### config.mk
export PLATFORM = sky130hd
export DESIGN_NAME = fbuff_write_arbiter_flat
export DESIGN_NICKNAME = d
export VERILOG_FILES = /design/src/rtl/fbuff_pkg.sv /design/src/rtl/fbuff_write_arbiter_if.sv /design/src/rtl/fbuff_write_arbiter_rr_pick.sv /design/src/rtl/fbuff_write_arbiter.sv /design/src/flat_wrapper.sv
export SDC_FILE = /design/constraint.sdc
export NUM_CORES = 1
export LEC_CHECK = 0
export BUFFER_PORTS_ARGS = -buffer_cell sky130_fd_sc_hd__buf_2
export CAP_MARGIN = 30
export CELL_PAD_IN_SITES_DETAIL_PLACEMENT = 1
export CELL_PAD_IN_SITES_GLOBAL_PLACEMENT = 2
export CORE_MARGIN = 1.5
export CORE_UTILIZATION = 23
export CTS_CLUSTER_DIAMETER = 30
export DETAILED_ROUTE_END_ITERATION = 12
export PLACE_DENSITY_LB_ADDON = 0.1
export SLEW_MARGIN = 20
export SYNTH_ARGS = -nofsm -noshare
export SYNTH_HDL_FRONTEND = slang
export SYNTH_SLANG_ARGS = --single-unit
export TNS_END_PERCENT = 5
### constraint.sdc
create_clock -name clk -period 4.2 [get_ports clk]
set_input_delay 0.84 -clock clk [delete_from_list [all_inputs] [get_ports clk]]
set_output_delay 0.84 -clock clk [all_outputs]
set_load 0.05 [all_outputs]
### src/rtl/fbuff_pkg.sv
// -----------------------------------------------------------------------------
// fbuff_pkg
// Shared types and constants for the framebuffer write path.
//   FB_ADDR_W / FB_DATA_W / FB_BE_W : default framebuffer word geometry
//   fb_write_t                      : one framebuffer write (address, data, BE),
//                                     used by line fillers and the write arbiter
//   out_state_e                     : occupancy of the arbiter output register
//   idx_width()                     : bits needed to index N requesters (>= 1)
// -----------------------------------------------------------------------------
package fbuff_pkg;

  localparam int FB_ADDR_W = 16;
  localparam int FB_DATA_W = 32;
  localparam int FB_BE_W   = FB_DATA_W / 8;

  typedef struct packed {
    logic [FB_ADDR_W-1:0] address;
    logic [FB_DATA_W-1:0] writedata;
    logic [FB_BE_W-1:0]   byteenable;
  } fb_write_t;

  typedef enum logic {
    OUT_EMPTY = 1'b0,
    OUT_FULL  = 1'b1
  } out_state_e;

  function automatic int idx_width(input int n);
    return (n > 1) ? $clog2(n) : 1;
  endfunction

endpackage

### src/rtl/fbuff_write_arbiter_if.sv
// -----------------------------------------------------------------------------
// fbuff_write_arbiter_if
// Bundles the requester-side Avalon-MM write buses (packed, requester i in
// slice i) and the single framebuffer write port.
//   slave  modport : the arbiter's view (takes requests, drives the framebuffer)
//   master modport : the surroundings (requesters plus framebuffer RAM side)
// Requester-side signals:  avs_req_write / address / writedata / byteenable in,
//                          avs_req_waitrequest out (per requester)
// Framebuffer-side signals: avm_fbuff_write / address / writedata / byteenable
//                          out, avm_fbuff_waitrequest in
// -----------------------------------------------------------------------------
interface fbuff_write_arbiter_if
  import fbuff_pkg::*;
#(
  parameter int NUM_REQ = 4,
  parameter int ADDR_W  = FB_ADDR_W,
  parameter int DATA_W  = FB_DATA_W
);
  localparam int BE_W = DATA_W / 8;

  logic [NUM_REQ-1:0]        avs_req_write;
  logic [NUM_REQ*ADDR_W-1:0] avs_req_address;
  logic [NUM_REQ*DATA_W-1:0] avs_req_writedata;
  logic [NUM_REQ*BE_W-1:0]   avs_req_byteenable;
  logic [NUM_REQ-1:0]        avs_req_waitrequest;

  logic                      avm_fbuff_write;
  logic [ADDR_W-1:0]         avm_fbuff_address;
  logic [DATA_W-1:0]         avm_fbuff_writedata;
  logic [BE_W-1:0]           avm_fbuff_byteenable;
  logic                      avm_fbuff_waitrequest;

  modport slave (
    input  avs_req_write, avs_req_address, avs_req_writedata, avs_req_byteenable,
    output avs_req_waitrequest,
    output avm_fbuff_write, avm_fbuff_address, avm_fbuff_writedata,
           avm_fbuff_byteenable,
    input  avm_fbuff_waitrequest
  );

  modport master (
    output avs_req_write, avs_req_address, avs_req_writedata, avs_req_byteenable,
    input  avs_req_waitrequest,
    input  avm_fbuff_write, avm_fbuff_address, avm_fbuff_writedata,
           avm_fbuff_byteenable,
    output avm_fbuff_waitrequest
  );

endinterface

### src/rtl/fbuff_write_arbiter_rr_pick.sv
// -----------------------------------------------------------------------------
// rr_pick
// Combinational round-robin picker.
//   req         : per-requester request vector
//   rr_ptr      : requester with the highest round-robin priority this cycle
//   prio_mask   : requesters that win outright whenever they request
//                 (lowest index first); all-zero gives plain round-robin
//   grant_valid : some requester is granted
//   grant       : index of the granted requester
// -----------------------------------------------------------------------------
module rr_pick
  import fbuff_pkg::*;
#(
  parameter int NUM_REQ = 4,
  parameter int IDX_W   = idx_width(NUM_REQ)
) (
  input  logic [NUM_REQ-1:0] req,
  input  logic [IDX_W-1:0]   rr_ptr,
  input  logic [NUM_REQ-1:0] prio_mask,
  output logic               grant_valid,
  output logic [IDX_W-1:0]   grant
);

  logic [NUM_REQ-1:0] prio_hit;
  int                 idx;

  assign prio_hit = req & prio_mask;

  always_comb begin
    // NOTE: every combinational output gets a default before any branch so no
    // path through the block leaves it unassigned (which would infer a latch).
    grant_valid = 1'b0;
    grant       = '0;
    idx         = 0;
    if (|prio_hit) begin
      for (int k = 0; k < NUM_REQ; k++) begin
        if (!grant_valid && prio_hit[k]) begin
          grant_valid = 1'b1;
          grant       = IDX_W'(k);
        end
      end
    end else begin
      // Walk from rr_ptr upward; rr_ptr < NUM_REQ, so one subtraction wraps.
      for (int k = 0; k < NUM_REQ; k++) begin
        idx = int'(rr_ptr) + k;
        if (idx >= NUM_REQ) idx = idx - NUM_REQ;
        if (!grant_valid && req[idx]) begin
          grant_valid = 1'b1;
          grant       = IDX_W'(idx);
        end
      end
    end
  end

endmodule

### src/rtl/fbuff_write_arbiter.sv
// -----------------------------------------------------------------------------
// fbuff_write_arbiter
// Shares the framebuffer write port between NUM_REQ Avalon-MM write masters
// with round-robin arbitration and one registered output stage.
//   clk, reset : system clock; asynchronous active-high reset
//   bus        : fbuff_write_arbiter_if.slave (requester buses + fbuff port)
// Build option: define FBUFF_ARB_HOST_PRIORITY_EN to make requester 0 (host
// write-through) win whenever it requests; requesters 1..NUM_REQ-1 then share
// the round-robin among themselves.
// -----------------------------------------------------------------------------
module fbuff_write_arbiter
  import fbuff_pkg::*;
#(
  parameter int NUM_REQ = 4,
  parameter int ADDR_W  = FB_ADDR_W,
  parameter int DATA_W  = FB_DATA_W
) (
  input  logic                  clk,
  input  logic                  reset,
  fbuff_write_arbiter_if.slave  bus
);

  localparam int BE_W  = DATA_W / 8;
  localparam int IDX_W = idx_width(NUM_REQ);

  typedef struct packed {
    logic [ADDR_W-1:0] address;
    logic [DATA_W-1:0] writedata;
    logic [BE_W-1:0]   byteenable;
  } wr_t;

  out_state_e         state_q, state_d;
  wr_t                out_q, sel;
  logic [IDX_W-1:0]   rr_ptr, grant;
  logic [NUM_REQ-1:0] prio_mask;
  logic               grant_valid, can_accept, accept, advance_ptr;
  int                 sel_idx;

`ifdef FBUFF_ARB_HOST_PRIORITY_EN
  assign prio_mask   = NUM_REQ'(1);
  // Host grants do not move the pointer, so fillers keep their rotation.
  assign advance_ptr = accept && (grant != '0);
`else
  assign prio_mask   = '0;
  assign advance_ptr = accept;
`endif

  rr_pick #(
    .NUM_REQ (NUM_REQ),
    .IDX_W   (IDX_W)
  ) u_rr_pick (
    .req         (bus.avs_req_write),
    .rr_ptr      (rr_ptr),
    .prio_mask   (prio_mask),
    .grant_valid (grant_valid),
    .grant       (grant)
  );

  // A full register that drains this cycle can be refilled in the same cycle.
  assign can_accept = (state_q == OUT_EMPTY) || !bus.avm_fbuff_waitrequest;
  assign accept     = can_accept && grant_valid;

  // Only the granted slice is read, so X on idle requesters never propagates.
  always_comb begin
    sel_idx        = int'(grant);
    sel.address    = bus.avs_req_address[sel_idx*ADDR_W +: ADDR_W];
    sel.writedata  = bus.avs_req_writedata[sel_idx*DATA_W +: DATA_W];
    sel.byteenable = bus.avs_req_byteenable[sel_idx*BE_W +: BE_W];
  end

  always_comb begin
    bus.avs_req_waitrequest = '1;
    for (int i = 0; i < NUM_REQ; i++) begin
      bus.avs_req_waitrequest[i] = reset || !(accept && (grant == IDX_W'(i)));
    end
  end

  always_comb begin
    state_d = state_q;
    case (state_q)
      OUT_EMPTY: if (accept) state_d = OUT_FULL;
      OUT_FULL:  if (!bus.avm_fbuff_waitrequest) state_d = accept ? OUT_FULL : OUT_EMPTY;
      default:   state_d = OUT_EMPTY;
    endcase
  end

  always_ff @(posedge clk or posedge reset) begin
    // NOTE: state registers use non-blocking assignment so every flop samples
    // the pre-edge values regardless of statement order.
    if (reset) state_q <= OUT_EMPTY;
    else       state_q <= state_d;
  end

  always_ff @(posedge clk or posedge reset) begin
    // NOTE: the output data register is reset on purpose; the framebuffer side
    // must see all-zero fields, not stale data, straight out of reset.
    if (reset)       out_q <= '0;
    else if (accept) out_q <= sel;
  end

  always_ff @(posedge clk or posedge reset) begin
    if (reset) begin
      rr_ptr <= '0;
    end else if (advance_ptr) begin
      rr_ptr <= (grant == IDX_W'(NUM_REQ - 1)) ? '0 : grant + IDX_W'(1);
    end
  end

  assign bus.avm_fbuff_write      = (state_q == OUT_FULL);
  assign bus.avm_fbuff_address    = out_q.address;
  assign bus.avm_fbuff_writedata  = out_q.writedata;
  assign bus.avm_fbuff_byteenable = out_q.byteenable;

endmodule
### src/flat_wrapper.sv
// flat-port wrapper written by rule: the top's interface ports become plain ports
module fbuff_write_arbiter_flat import fbuff_pkg::*;
#(
  parameter int NUM_REQ = 4,
  parameter int ADDR_W  = FB_ADDR_W,
  parameter int DATA_W  = FB_DATA_W
)
  (clk, reset, bus_avs_req_write, bus_avs_req_address, bus_avs_req_writedata, bus_avs_req_byteenable, bus_avs_req_waitrequest, bus_avm_fbuff_write, bus_avm_fbuff_address, bus_avm_fbuff_writedata, bus_avm_fbuff_byteenable, bus_avm_fbuff_waitrequest);
  fbuff_write_arbiter_if #(.NUM_REQ(NUM_REQ), .ADDR_W(ADDR_W), .DATA_W(DATA_W)) bus_i ();
  input  logic clk;
  input  logic reset;
  input wire logic [$bits(bus_i.avs_req_write)-1:0] bus_avs_req_write;
  input wire logic [$bits(bus_i.avs_req_address)-1:0] bus_avs_req_address;
  input wire logic [$bits(bus_i.avs_req_writedata)-1:0] bus_avs_req_writedata;
  input wire logic [$bits(bus_i.avs_req_byteenable)-1:0] bus_avs_req_byteenable;
  output wire logic [$bits(bus_i.avs_req_waitrequest)-1:0] bus_avs_req_waitrequest;
  output wire logic [$bits(bus_i.avm_fbuff_write)-1:0] bus_avm_fbuff_write;
  output wire logic [$bits(bus_i.avm_fbuff_address)-1:0] bus_avm_fbuff_address;
  output wire logic [$bits(bus_i.avm_fbuff_writedata)-1:0] bus_avm_fbuff_writedata;
  output wire logic [$bits(bus_i.avm_fbuff_byteenable)-1:0] bus_avm_fbuff_byteenable;
  input wire logic [$bits(bus_i.avm_fbuff_waitrequest)-1:0] bus_avm_fbuff_waitrequest;
  assign bus_i.avs_req_write = bus_avs_req_write;
  assign bus_i.avs_req_address = bus_avs_req_address;
  assign bus_i.avs_req_writedata = bus_avs_req_writedata;
  assign bus_i.avs_req_byteenable = bus_avs_req_byteenable;
  assign bus_avs_req_waitrequest = bus_i.avs_req_waitrequest;
  assign bus_avm_fbuff_write = bus_i.avm_fbuff_write;
  assign bus_avm_fbuff_address = bus_i.avm_fbuff_address;
  assign bus_avm_fbuff_writedata = bus_i.avm_fbuff_writedata;
  assign bus_avm_fbuff_byteenable = bus_i.avm_fbuff_byteenable;
  assign bus_i.avm_fbuff_waitrequest = bus_avm_fbuff_waitrequest;
  fbuff_write_arbiter #(.NUM_REQ(NUM_REQ), .ADDR_W(ADDR_W), .DATA_W(DATA_W)) u_core (.clk(clk), .reset(reset), .bus(bus_i));
endmodule
Word level (Yosys, flattened, before mapping)

Index checks and enable logic that the tools add are counted.

Add/subtract/negate cells: 8
Shifts and indexed selects: 3
Mux-type cells: 28
Magnitude comparators: 8
Bitwise logic cells: 1
Equality and inequality tests: 3
Reductions and logical operators: 22

Operator list:

| operator                                                                            | number |
|---|---|
| 32-bit by 4-bit less-than comparator with 1-bit output, second input constant       | 4 |
| 32-bit two-way mux                                                                  | 4 |
| 128-bit by 8-bit variable part select with 32-bit output                            | 1 |
| 64-bit by 7-bit variable part select with 16-bit output                             | 1 |
| 16-bit by 5-bit variable part select with 4-bit output                              | 1 |
| 1-bit two-way mux                                                                   | 14 |
| 3-bit by 3-bit subtractor with 4-bit output, second input constant                  | 3 |
| 2-bit two-way mux                                                                   | 5 |
| 3-bit greater-or-equal comparator, second input constant                            | 3 |
| 1-bit binary-select mux with 2-bit select                                           | 4 |
| 1-bit logical AND                                                                   | 8 |
| 1-bit zero test                                                                     | 8 |
| 2-bit by 2-bit adder with 3-bit output, second input constant                       | 2 |
| 1-bit logical OR                                                                    | 5 |
| 2-bit equality test, second input constant                                          | 2 |
| 2-bit by 3-bit subtractor with 4-bit output, second input constant                  | 1 |
| 2-bit by 1-bit adder with 3-bit output, second input constant                       | 1 |
| 2-bit by 3-bit greater-or-equal comparator with 1-bit output, second input constant | 1 |
| 2-bit by 1-bit adder with 2-bit output, second input constant                       | 1 |
| 2-bit by 1-bit equality test with 1-bit output, second input constant               | 1 |
| 2-bit zero test                                                                     | 1 |
| 1-bit one-hot mux with 2 select lines                                               | 1 |
| 1-bit NOT                                                                           | 1 |

Output and inout port bits: 57
Register bits after elaboration: 55
Input port bits: 215
Word-level logic and storage cells: 78

Longest topological paths before layout

Word-level depth: 19
Depth in mapped cells: 9
Mapped depth without buffers: 6

By module

Synthesis repeated with hierarchy kept, for this count alone.

Cells, all modules: 235
Area, all modules: 3658.5 um^2

By module, submodules not included:

| module              | cells an instance | area each (um^2) | seq. area each (um^2) | instances |
|---|---|---|---|---|
| fbuff_write_arbiter | 194               | 3405.8           | 1376.3                | 1 |
| rr_pick             | 41                | 252.7            | 0.0                   | 1 |

Least setup slack after synthesis

OpenSTA, ideal clock, no wires.

Kind: input port to output port
Start: in bus_avs_req_write[0]
End: out bus_avs_req_waitrequest[1]
Path buffers: 3
Cell stages on the path: 7
Data required time: 3360 ps
Slack: 1264 ps
Arrival: 2096 ps
Cell sequence: a21o_1 > a21oi_1 > o22a_1 > buf_6 > buf_8 > buf_8 > nand3b_1

Longest elaborated chain between the ends: 17
Elaborated cells between the ends (all ways): 31
Classes of those cells: 1 x eq/ne; 20 x mux; 10 x reduce/logical

Ends and longest elaborated chain:

| item                                                                                | line                                                 | text |
|---|---|---|
| from (decl)                                                                         | flat_wrapper.sv:12                                   | `input wire logic [$bits(bus_i.avs_req_write)-1:0] bus_avs_req_write;` |
| 1-bit binary-select mux with 2-bit select                                           | fbuff_write_arbiter_rr_pick.sv:47                    | `if (!grant_valid && req[idx]) begin` |
| 1-bit two-way mux (implied by the code) (2 in a row)                                | fbuff_write_arbiter_rr_pick.sv:47                    |  |
| 1-bit two-way mux                                                                   | fbuff_write_arbiter_rr_pick.sv:47                    |  |
| 1-bit zero test                                                                     | fbuff_write_arbiter_rr_pick.sv:47                    |  |
| 1-bit logical AND                                                                   | fbuff_write_arbiter_rr_pick.sv:47                    |  |
| 1-bit two-way mux                                                                   | fbuff_write_arbiter_rr_pick.sv:47                    |  |
| 1-bit zero test                                                                     | fbuff_write_arbiter_rr_pick.sv:47                    |  |
| 1-bit logical AND                                                                   | fbuff_write_arbiter_rr_pick.sv:47                    |  |
| 1-bit two-way mux                                                                   | fbuff_write_arbiter_rr_pick.sv:47                    |  |
| 1-bit zero test                                                                     | fbuff_write_arbiter_rr_pick.sv:47                    |  |
| 1-bit logical AND                                                                   | fbuff_write_arbiter_rr_pick.sv:47                    |  |
| 2-bit two-way mux or 1-bit two-way mux (tied branches)                              | fbuff_write_arbiter_rr_pick.sv:47                    |  |
| 2-bit by 1-bit equality test with 1-bit output or 1-bit logical AND (tied branches) | fbuff_write_arbiter.sv:74, fbuff_write_arbiter.sv:61 |  |
| 1-bit logical AND *                                                                 | fbuff_write_arbiter.sv:74                            | `bus.avs_req_waitrequest[i] = reset \|\| !(accept && (grant == IDX_W'(i)));` |
| 1-bit zero test *                                                                   | fbuff_write_arbiter.sv:74                            |  |
| 1-bit logical OR *                                                                  | fbuff_write_arbiter.sv:74                            |  |
| to (decl)                                                                           | flat_wrapper.sv:16                                   | `output wire logic [$bits(bus_i.avs_req_waitrequest)-1:0] bus_avs_req_waitrequest;` |

Every way passes the cells marked *; elsewhere a longest branch is shown, timed or not. The select of a mux whose other input is x is not followed.

Worst setup path in the final report

Start: in bus_avs_req_write[1]
End: out bus_avs_req_waitrequest[0]

Longest elaborated chain between the ends: 17
Elaborated cells between the ends (all ways): 31
Classes of those cells: 20 x mux; 11 x reduce/logical

Ends and longest elaborated chain:

| item                                                   | line |
|---|---|
| 1-bit binary-select mux with 2-bit select              | fbuff_write_arbiter_rr_pick.sv:47 |
| 1-bit two-way mux (implied by the code) (2 in a row)   | fbuff_write_arbiter_rr_pick.sv:47 |
| 1-bit two-way mux                                      | fbuff_write_arbiter_rr_pick.sv:47 |
| 1-bit zero test                                        | fbuff_write_arbiter_rr_pick.sv:47 |
| 1-bit logical AND                                      | fbuff_write_arbiter_rr_pick.sv:47 |
| 1-bit two-way mux                                      | fbuff_write_arbiter_rr_pick.sv:47 |
| 1-bit zero test                                        | fbuff_write_arbiter_rr_pick.sv:47 |
| 1-bit logical AND                                      | fbuff_write_arbiter_rr_pick.sv:47 |
| 1-bit two-way mux                                      | fbuff_write_arbiter_rr_pick.sv:47 |
| 1-bit zero test                                        | fbuff_write_arbiter_rr_pick.sv:47 |
| 1-bit logical AND                                      | fbuff_write_arbiter_rr_pick.sv:47 |
| 2-bit two-way mux or 1-bit two-way mux (tied branches) | fbuff_write_arbiter_rr_pick.sv:47 |
| 2-bit zero test or 1-bit logical AND (tied branches)   | fbuff_write_arbiter.sv:74, fbuff_write_arbiter.sv:61 |
| 1-bit logical AND *                                    | fbuff_write_arbiter.sv:74 |
| 1-bit zero test *                                      | fbuff_write_arbiter.sv:74 |
| 1-bit logical OR *                                     | fbuff_write_arbiter.sv:74 |

Marks and branches as above.

==> summary by stage <==
Finish
0 antenna diodes ended up in the layout. The number of nets at the end of the flow is 798. Of the cells placed in the final design, the portion with a size suffix greater than 1 is between 50% and 60%. The area growth from synthesis to layout is 46.2%.

Power
The total power per unit cell area is 629 mW/mm^2. The internal power contribution is between 1.5 and 2 mW. The net switching share of the total power is about half. The leakage component of the power is around 2.7 nW. The power share of the clock group is a little over an eighth. VDD sags by at most ~200 uV. Registers are responsible for between 20 and 30% of the overall power.

The share of total power dissipated in combinational logic is between 50% and 60%. The analysis attributes to net switching a power of around 1.6 mW.

Route
Dividing the detail-routed wire length by the instance count gives 17.3 um. In the routed design, unresolved DRC markers number 0. The via count normalized by instance count is 4.72.

The via count is approximately 3600. The first-pass detailed-route iteration total is 4. The routed design has between 10000 and 15000 um of wire. The initial DRC count is 84. The post-route antenna net violation count is 0.

Worst setup path
Across all register-to-register paths, the minimum setup slack is between 1.5 and 2 ns. The worst setup path is captured at an output port. The class of the most critical setup path is input port to output port.

The biggest fanout along the worst timing path is 6. The worst reg-to-reg path cell count is 6. Data on the critical path is required at its endpoint by about 3.4 ns.

The worst setup path is launched from an input port. The worst endpoint data arrival time is 2.11 ns. The worst register-to-register path ends at u_core.bus.avm_fbuff_writedata[28]. The startpoint of the lowest-slack register-to-register path is u_core.rr_ptr[0].

Placement
Detailed placement ended at an HPWL of between 10000 and 15000 um. The count of input and output buffers is around 270. The placer congestion estimate is roughly 0.73.

Clock network
The largest buffer count on any clock path is 2. Buffers inserted during clock tree synthesis total 5. The quantity of gates resized following cts is 0. After clock tree synthesis, the clock-pin slew on the worst setup and hold paths is approximately 0.070 ns. After clock tree synthesis, the setup repair step added 0 buffers. The H-tree depth reported by CTS is 2. The clock root buffer is sky130_fd_sc_hd__clkbuf_16. The later-pin clock latency in the skew report is approximately 0.30 ns.

TritonCTS built the clock tree. For this design, the CTS-stage hold fixing added 0 buffers. The number of sinks on the clock net is 55.

Synthesis
The net count after synthesis is roughly 540. Counting flops and latches in the post-synthesis netlist gives between 50 and 60. The total number of yosys warnings is 0. The post-synthesis compound-gate area fraction is between 15 and 20%. In the synthesized netlist, the number of instances is 323. After synthesis, the largest family of logic cells by area is multiplexers.

The share of the Yosys chip area taken by registers is 39.8%. The area of the mapped netlist is ~0.0035 mm^2. The xor/xnor cell area share of the yosys netlist is 0%. The mux cell area share after synthesis is a little under a third.

The mean cell area of the mapped netlist is between 10 and 15 um^2. In this run, distinct cell masters in the synthesized netlist total 26. Summing the areas of all fa, ha and maj instances in the mapped netlist gives less than 1% of the synthesized area. The area fraction in and, or, nand and nor cells after synthesis is around 8.1%.

Floorplan
The placeable core region is between 0.01 and 0.015 mm^2. The number of top-level pins is 272. The number of placement rows is 44.

The die covers roughly 0.016 mm^2. From left edge to right edge, the die measures approximately 130 um. The initial utilization of the core area, before any placement, comes to 23.7%.

In this run the vertical extent of the chip is about 130 um.

Timing
The number of hold violations in the final report is 0. For the pin with the worst max-slew slack, the measured transition is around 0.71 ns. Adding up every negative setup slack in the final design gives 0 ns. The final worst-path cycle share is 70.3%. The highest clock rate is around 0.34 GHz.

Setup repair after global routing left no endpoint under its margin. The largest clock skew in the final design is ~0.0097 ns. The worst path needs between 2 and 3 ns of the cycle, external delays included.

Final hold analysis gives a worst-case slack of 0.486 ns. The total count of max-transition violations in the final report is 0. In this run the tightest slew margin relative to its limit is 52.4%. Setup violations remaining at the end of the flow were counted as 0.

Global route
The initial antenna violation count is 1. The global-route usage over all layers is around 16%. The pin count of the biggest net entering global routing is between 40 and 50.

Global routing finished with a remaining overflow of 0. The first global-routing pass estimated between 20000 and 25000 um of wire. The via count of the first global-routing pass was roughly 3800.

Status
The flow ran to the end, and the final reports show no timing, DRC or antenna violations.

Hold path
Counting instances, the worst hold path has a depth of 2. The worst hold endpoint is u_core.bus.avm_fbuff_writedata[3]. The class of the worst hold path is flip-flop to flip-flop. In this run the most critical hold path is launched from u_core.bus.avm_fbuff_writedata[3].

Flow run
The tool flagged a number of max-cap violations equal to 0.
## cell usage after synthesis
master                     number  area, um^2
sky130_fd_sc_hd__buf_4         12        90.1
sky130_fd_sc_hd__nand3b_1       2        15.0
sky130_fd_sc_hd__mux2i_1      104        1040
sky130_fd_sc_hd__nor2_1         2        7.51
sky130_fd_sc_hd__a21o_1         2        15.0
sky130_fd_sc_hd__nand2_2        1        6.26
sky130_fd_sc_hd__clkbuf_1       7        26.3
sky130_fd_sc_hd__nand2b_1       3        18.8
sky130_fd_sc_hd__nand2_1       58         218
sky130_fd_sc_hd__o221ai_1      52         455
sky130_fd_sc_hd__a21oi_1        4        20.0
sky130_fd_sc_hd__o22a_1         1        8.76
sky130_fd_sc_hd__buf_8          2        30.0
sky130_fd_sc_hd__or4_1          1        7.51
sky130_fd_sc_hd__a211oi_2       1        12.5
sky130_fd_sc_hd__buf_12         1        20.0
sky130_fd_sc_hd__o22ai_1        1        6.26
sky130_fd_sc_hd__dfrtp_1       55        1380
sky130_fd_sc_hd__buf_6          1        11.3
sky130_fd_sc_hd__nor4_1         1        6.26
sky130_fd_sc_hd__a21boi_0       1        7.51
sky130_fd_sc_hd__buf_1          1        3.75
sky130_fd_sc_hd__ha_1           1        12.5
sky130_fd_sc_hd__buf_2          3        15.0
sky130_fd_sc_hd__clkbuf_4       2        15.0
sky130_fd_sc_hd__inv_1          4        15.0
## metal layers
layer	vias up	share of wire (%)	global-route usage (%)	wire, um
met5	-	0.075	0	10
met4	2	1.8	4.21	235
met3	16	8.8	4.89	1170
met2	175	51	29.5	6750
met1	1684	38	18.7	5100
li1	1747	-	-	-
## worst max-delay path: stages
cell                       delay (ns)
sky130_fd_sc_hd__buf_2           0.13
sky130_fd_sc_hd__nand2b_1        0.14
sky130_fd_sc_hd__a21oi_1         0.19
sky130_fd_sc_hd__a211oi_2        0.11
sky130_fd_sc_hd__or4_1           0.47
sky130_fd_sc_hd__buf_2           0.22
## power by group through the flow
| stage | combinational (mW) | sequential (mW) | clock (mW) |
|---|---|---|---|
| 2_1_floorplan | 0.736 | 1.58 | 0 |
| 3_3_place_gp | 1.92 | 0.862 | 0 |
| 3_5_place_dp | 1.94 | 0.869 | 0 |
| 4_1_cts | 1.94 | 0.865 | 0.430 |
| 5_1_grt | 2.03 | 0.894 | 0.444 |
| 6_report | 1.91 | 0.862 | 0.413 |
## cells by family after synthesis
group	count (synthesis)
DFF	55
and+or+nand+nor	68
muxes	104
buffers and inverters	33
adders and majority gates	1
AOI/OAI and AO/OA	62
## cell usage in the layout (no fill, tap or decap)
cell type and instances:
sky130_fd_sc_hd__mux2i_1 104, sky130_fd_sc_hd__nand2_1 58, sky130_fd_sc_hd__inv_2 1, sky130_fd_sc_hd__nor2_1 2
sky130_fd_sc_hd__nand2b_2 1, sky130_fd_sc_hd__clkinv_2 1, sky130_fd_sc_hd__inv_1 3, sky130_fd_sc_hd__a21oi_1 4
sky130_fd_sc_hd__ha_1 1, sky130_fd_sc_hd__o22a_4 1, sky130_fd_sc_hd__a21o_1 1, sky130_fd_sc_hd__o22ai_1 1
sky130_fd_sc_hd__nand2b_1 2, sky130_fd_sc_hd__buf_2 271, sky130_fd_sc_hd__nand3b_1 2, sky130_fd_sc_hd__nand2_2 1
sky130_fd_sc_hd__o221ai_1 52, sky130_fd_sc_hd__a21o_2 1, sky130_fd_sc_hd__clkbuf_1 2, sky130_fd_sc_hd__buf_4 10
sky130_fd_sc_hd__nor4_1 1, sky130_fd_sc_hd__or4_1 1, sky130_fd_sc_hd__clkbuf_16 5, sky130_fd_sc_hd__dfrtp_1 55
sky130_fd_sc_hd__a211oi_2 1, sky130_fd_sc_hd__a21boi_0 1
## sequential cells by signal, summed over array words and instances (netlist names)
signal	flops
u_core.rr_ptr	2
u_core.bus.avm_fbuff_writedata	32
u_core.bus.avm_fbuff_address	16
u_core.bus.avm_fbuff_write	1
u_core.bus.avm_fbuff_byteenable	4
## final cells by class
cell class | instances | area (um^2)
Tap cell | 184 | 230
Multi-Input combinational cell | 235 | 1870
Fill cell | 1767 | 9530
Clock buffer | 7 | 133
Sequential cell | 55 | 1380
Clock inverter | 1 | 5.00
Timing Repair Buffer | 281 | 1430
Inverter | 4 | 15.0
## stage by stage
| step | total power, mW | setup WS (ns) | area (um^2) | util, % | cells |
|---|---|---|---|---|---|
| after CTS | 3.24 | 1.25 | 5060 | 34.7 | 767 |
| final | 3.18 | 1.25 | 5060 | 34.7 | 767 |
| after global placement | 2.79 | 1.29 | 4920 | 33.7 | 759 |
| after detailed placement | 2.81 | 1.25 | 4920 | 33.7 | 759 |
| after floorplan | 2.32 | 1.26 | 3460 | - | 323 |
| after global routing | 3.37 | 1.17 | 5060 | 34.7 | 767 |
## worst max-delay path by stage
| stage | depth (start not counted) | end | start | slack (ns) |
|---|---|---|---|---|
| 6_report | 6 | bus_avs_req_waitrequest[0] | bus_avs_req_write[1] | 1.25 |
| 5_1_grt | 6 | bus_avs_req_waitrequest[0] | bus_avs_req_write[1] | 1.17 |
| 4_1_cts | 6 | bus_avs_req_waitrequest[0] | bus_avs_req_write[1] | 1.25 |
| 3_5_place_dp | 6 | bus_avs_req_waitrequest[0] | bus_avs_req_write[1] | 1.25 |
| 3_3_place_gp | 6 | bus_avs_req_waitrequest[0] | bus_avs_req_write[1] | 1.29 |
| 2_1_floorplan | 7 | bus_avs_req_waitrequest[1] | bus_avs_req_write[0] | 1.26 |
Power figures use the tool's default switching activity.
